--- config.mk ---
export PLATFORM = sky130hd
export DESIGN_NAME = rw_cmd_executor
export DESIGN_NICKNAME = d
export VERILOG_FILES = /design/src/rtl/rw_cmd_executor.sv
export SDC_FILE = /design/constraint.sdc
export NUM_CORES = 2
export LEC_CHECK = 0
export ABC_AREA = 1
export CORE_MARGIN = 5
export CORE_UTILIZATION = 36
export DETAILED_ROUTE_END_ITERATION = 12
export SETUP_SLACK_MARGIN = 0.2
export SYNTH_ARGS = -nofsm -noshare
export SYNTH_HDL_FRONTEND = slang
export SYNTH_SLANG_ARGS = --single-unit
--- constraint.sdc ---
create_clock -name clk -period 6.29 [get_ports clk]
set_clock_uncertainty 0.1 [all_clocks]
set_input_delay 0.9435 -clock clk [delete_from_list [all_inputs] [get_ports clk]]
set_output_delay 0.9435 -clock clk [all_outputs]
set_load 0.005 [all_outputs]
--- src/rtl/rw_cmd_executor.sv ---
// rtl/rw_cmd_executor.sv - read/write command executor over a register-based memory
// Accepts one 192-bit command, executes it in one cycle, and holds a 64-bit response until taken.
module rw_cmd_executor #(
  parameter int          DEPTH    = 16,
  parameter logic [63:0] ERR_DATA = 64'hFFFF_FFFF_FFFF_FFFF,
  parameter int          CNT_W    = 32
) (
  input  logic             clk,
  input  logic             rst_n,
  input  logic             cmd_vld,
  output logic             cmd_rdy,
  input  logic [191:0]     cmd_data,
  output logic             rsp_vld,
  input  logic             rsp_rdy,
  output logic [63:0]      rsp_data,
  output logic [CNT_W-1:0] cnt_wr,
  output logic [CNT_W-1:0] cnt_rd,
  output logic [CNT_W-1:0] cnt_err
);

  localparam int AW = (DEPTH > 1) ? $clog2(DEPTH) : 1;

  typedef enum logic [1:0] {S_IDLE, S_EXEC, S_RSP} state_e;

  state_e             state_q, state_d;
  logic [63:0]        op_q, addr_q, wdata_q;
  logic [63:0]        mem_q [DEPTH];
  logic [63:0]        rsp_data_q;
  logic [CNT_W-1:0]   cnt_wr_q, cnt_rd_q, cnt_err_q;

  logic               accept;
  logic               addr_ok, is_wr, is_rd;

  function automatic logic [CNT_W-1:0] sat_inc(input logic [CNT_W-1:0] v);
    return (&v) ? v : v + CNT_W'(1);
  endfunction

  // Full-width compare so out-of-range high address bits can never alias a valid word.
  assign addr_ok = (addr_q < 64'(DEPTH));
  assign is_wr   = (op_q == 64'd0) && addr_ok;
  assign is_rd   = (op_q == 64'd1) && addr_ok;
  assign accept  = (state_q == S_IDLE) && cmd_vld;

  always_comb begin
    state_d = state_q;
    cmd_rdy = 1'b0;
    rsp_vld = 1'b0;
    case (state_q)
      S_IDLE: begin
        cmd_rdy = 1'b1;
        if (cmd_vld) state_d = S_EXEC;
      end
      S_EXEC: state_d = S_RSP;
      S_RSP: begin
        rsp_vld = 1'b1;
        if (rsp_rdy) state_d = S_IDLE;
      end
      default: state_d = S_IDLE;
    endcase
  end

  always_ff @(posedge clk) begin
    if (!rst_n) begin
      state_q    <= S_IDLE;
      op_q       <= '0;
      addr_q     <= '0;
      wdata_q    <= '0;
      rsp_data_q <= '0;
      cnt_wr_q   <= '0;
      cnt_rd_q   <= '0;
      cnt_err_q  <= '0;
      for (int i = 0; i < DEPTH; i++) mem_q[i] <= '0;
    end else begin
      state_q <= state_d;
      if (accept) begin
        op_q    <= cmd_data[63:0];
        addr_q  <= cmd_data[127:64];
        wdata_q <= cmd_data[191:128];
      end
      if (state_q == S_EXEC) begin
        if (is_wr) begin
          mem_q[addr_q[AW-1:0]] <= wdata_q;
          rsp_data_q            <= '0;
          cnt_wr_q              <= sat_inc(cnt_wr_q);
        end else if (is_rd) begin
          rsp_data_q <= mem_q[addr_q[AW-1:0]];
          cnt_rd_q   <= sat_inc(cnt_rd_q);
        end else begin
          rsp_data_q <= ERR_DATA;
          cnt_err_q  <= sat_inc(cnt_err_q);
        end
      end
    end
  end

  assign rsp_data = rsp_data_q;
  assign cnt_wr   = cnt_wr_q;
  assign cnt_rd   = cnt_rd_q;
  assign cnt_err  = cnt_err_q;

endmodule
==> run_results.csv <==
group,metric,value,unit
placed_design,gp_congestion,0.872,
die,rows,150,
critical_path,critPathMaxStageDelay,0.85,ns
critical_path,critPathSlowestCell,"nand2_4",
synth,yosysWarningCount,0,
cts,hold_buffers,0,
synth,syn_avg_cell_area,9.02,µm²
synth,ys_seq_elements,1382,
grt,grt_pass1_wl,288000,µm
synth,syn-instance-count,6726,
power_and_ir_drop,p_per_area,300,mW/mm²
die,core,0.167,mm²
grt,antenna_found_initial,3,
grt,global_route.overflow_total,0,
die,num_io_pins,358,
power_and_ir_drop,power.leakage,0.0253,µW
detailed_routing,drc,0,
critical_path,cp_cell_sequence,"nor2_1 -> nand2_1 -> nor2_1 -> nand2_1 -> nor2_1 -> nand2_1 -> nor2_4 -> buf_4 -> nand3_2 -> nor2_4 -> nand3_4 -> buf_4 -> nand2_4 -> buf_4",
cts,cts_tree,"done",
timing,fmax,0.212,GHz
cells_and_area,regArea,0.0379,mm²
cts,post_cts_buffers,0,
cts,cts_made_buffers,153,
cts,cts-htree-levels,4,
die,die_height,421,µm
detailed_routing,wl_per_cell,21.0,µm
critical_path,cp_top_family,"simple AND/OR/NAND/NOR gates",
critical_path,cp_num_buf_inv,3,
hold_path,hp-class,"flip-flop to flip-flop",
cells_and_area,areaGrowthSynthToFinish,16.7,%
detailed_routing,num_vias,47745,
timing,finalHoldViolCount,0,
synth,synth-seq-area-share,62.5,%
critical_path,cp-end-kind,"flip-flop",
synth,synth.most_common_cell,"nor2_1",
detailed_routing,drtPass1Iterations,5,
detailed_routing,ant_nets,0,
critical_path,worstPathRequired,6.62,ns
synth,yosys-top-cells-area,"edfxtp_1 (51%), dfxtp_1 (12%), nor2_1 (10%), nand2_1 (9.4%), nand3_1 (4.9%)",
grt,grt_use_total,21.2,%
synth,synth_top_area_share,50.7,%
synth,yosysTopAreaCell,"edfxtp_1",
timing,period_needed,4.73,ns
placed_design,port_buffers,357,
flow_run,maxCapViolations,0,
grt,grt_max_degree,178,
placed_design,hpwl,107000,µm
cells_and_area,nFillCells,16252,
critical_path,startpoint_type,"flip-flop",
timing,slew_viol_final,0,
detailed_routing,vias_per_cell,5.24,
cells_and_area,nets,6980,
cts,cts-root-buf,"clkbuf_16",
critical_path,cp.arrival,5.06,ns
timing,min_period_over_period,75.2,%
placed_design,pre_cts_ws,1.51,ns
cells_and_area,layout-drive-gt1-share,5.03,%
timing,finalWorstSetupSlack,1.56,ns
die,die_w,421,µm
timing,fin_tns_setup,0,ns
detailed_routing,drt_iter0_markers,4911,
synth,synth_edf_count,1024,
synth,synth_fp_nets,6925,
cells_and_area,multi_input_area,0.0205,mm²
die,start_util,36.3,%
power_and_ir_drop,ir_worst_vdd,255,µV
timing,maxSlewHeadroom,14.0,%
critical_path,path_class,"flip-flop to flip-flop",
cells_and_area,diodes,0,
cts,clkSlewWorstSetupHoldPaths,0.06,ns
synth,synth_area,0.0607,mm²
status,status,"finished clean",
cts,ctsResizeCount,0,
timing,rsz0062_at_grt,"false",
synth,synth_top_flop_cell,"edfxtp_1",
cts,cts.sinks,1382,
critical_path,cp_max_fo,65,
detailed_routing,wirelength,191000,µm
timing,worst_pin_slew,1.29,ns
synth,synth_commonest_cells,"nor2_1 (1644), nand2_1 (1516), edfxtp_1 (1024)",
die,dieArea,0.177,mm²
timing,setup_violations,0,
cts,clockBufferDepth,3,
cts,clk_latency,0.78,ns
synth,yosysUniqueCellTypes,26,
synth,synthArstFlopShare,0,%
grt,grt_pass1_vias,46426,
-- through the flow --
step	instance area, µm²	cells	utilization [%]	power, µW	hold WS (ns)
detailed placement	65800	8830	39.3	12500	0.357
global route	70800	9107	42.3	22000	0.381
finish	70800	9107	42.3	21300	0.363
global placement	65800	8830	39.3	12500	0.355
floorplan	60700	6726	-	11600	0.344
CTS	70800	9107	42.3	21400	0.365
-- area by class of cell --
class	count	area share, %
sequential	1382	53.6
multi-input combinational	4691	29.0
clock buffer	213	6.20
timing repair buffer	421	5.84
tap	2204	3.89
clock inverter	64	0.822
inverter	132	0.731
-- layout by cell type (no fill, tap or decap), types with 84 or more instances in the layout --
cell | netlist | routed
clkdlybuf4s50_1 | 0 | 356
dfxtp_1 | 358 | 355
nand2_1 | 1516 | 1499
nor2_1 | 1644 | 1639
o31ai_1 | 84 | 84
nand3_1 | 592 | 576
edfxtp_1 | 1024 | 1024
clkbuf_16 | 0 | 161
a21oi_1 | 399 | 399
o21ai_0 | 278 | 278
-- worst paths after layout --
path | startpoint | end | slack, ns | cells past startpoint
min | rsp_data[59] | rsp_data[59] | 0.36 | 2
max reg2reg | addr_q[22] | mem_q[12][51] | 1.56 | 14
max | addr_q[22] | mem_q[12][51] | 1.56 | 14
min reg2reg | rsp_data[59] | rsp_data[59] | 0.36 | 2
-- registers in the layout (all words and copies together) (netlist names), named ones only --
| register | count |
|---|---|
| wdata_q | 64 |
| state_q | 2 |
| op_q | 64 |
| mem_q | 1024 |
| cnt_wr | 32 |
| cnt_err | 32 |
| addr_q | 64 |
| cnt_rd | 32 |
| rsp_data | 64 |
-- metal layers --
metal,vias to the layer above,part of all wire (%),wire [µm],track usage (%)
li1,22514,-,-,-
met1,23083,42,80600,28.3
met2,1848,48,91100,35.0
met3,296,7.5,14400,3.87
met4,4,2.8,5340,6.51
met5,-,0.013,25,0
-- power breakdown --
group          switching, µW  internal (µW)
clock                   3760           5180
combinational           1460            550
sequential               166          10100
total                   5390          15900
-- cell families after synthesis --
group	Yosys count	synth area share (%)
simple gates	3851	25.4
flops	1382	62.5
compound gates	761	6.62
buf+inv	653	4.31
xor+xnor	76	1.10
fa+ha+maj	3	0.0619
-- tightest hold or removal path: cells and delay by family (launching register included) --
kind            cells  cell delay [ns]
flops               1             0.30
compound gates      1             0.06
simple gates        1             0.06
Power figures use the tool's default switching activity.
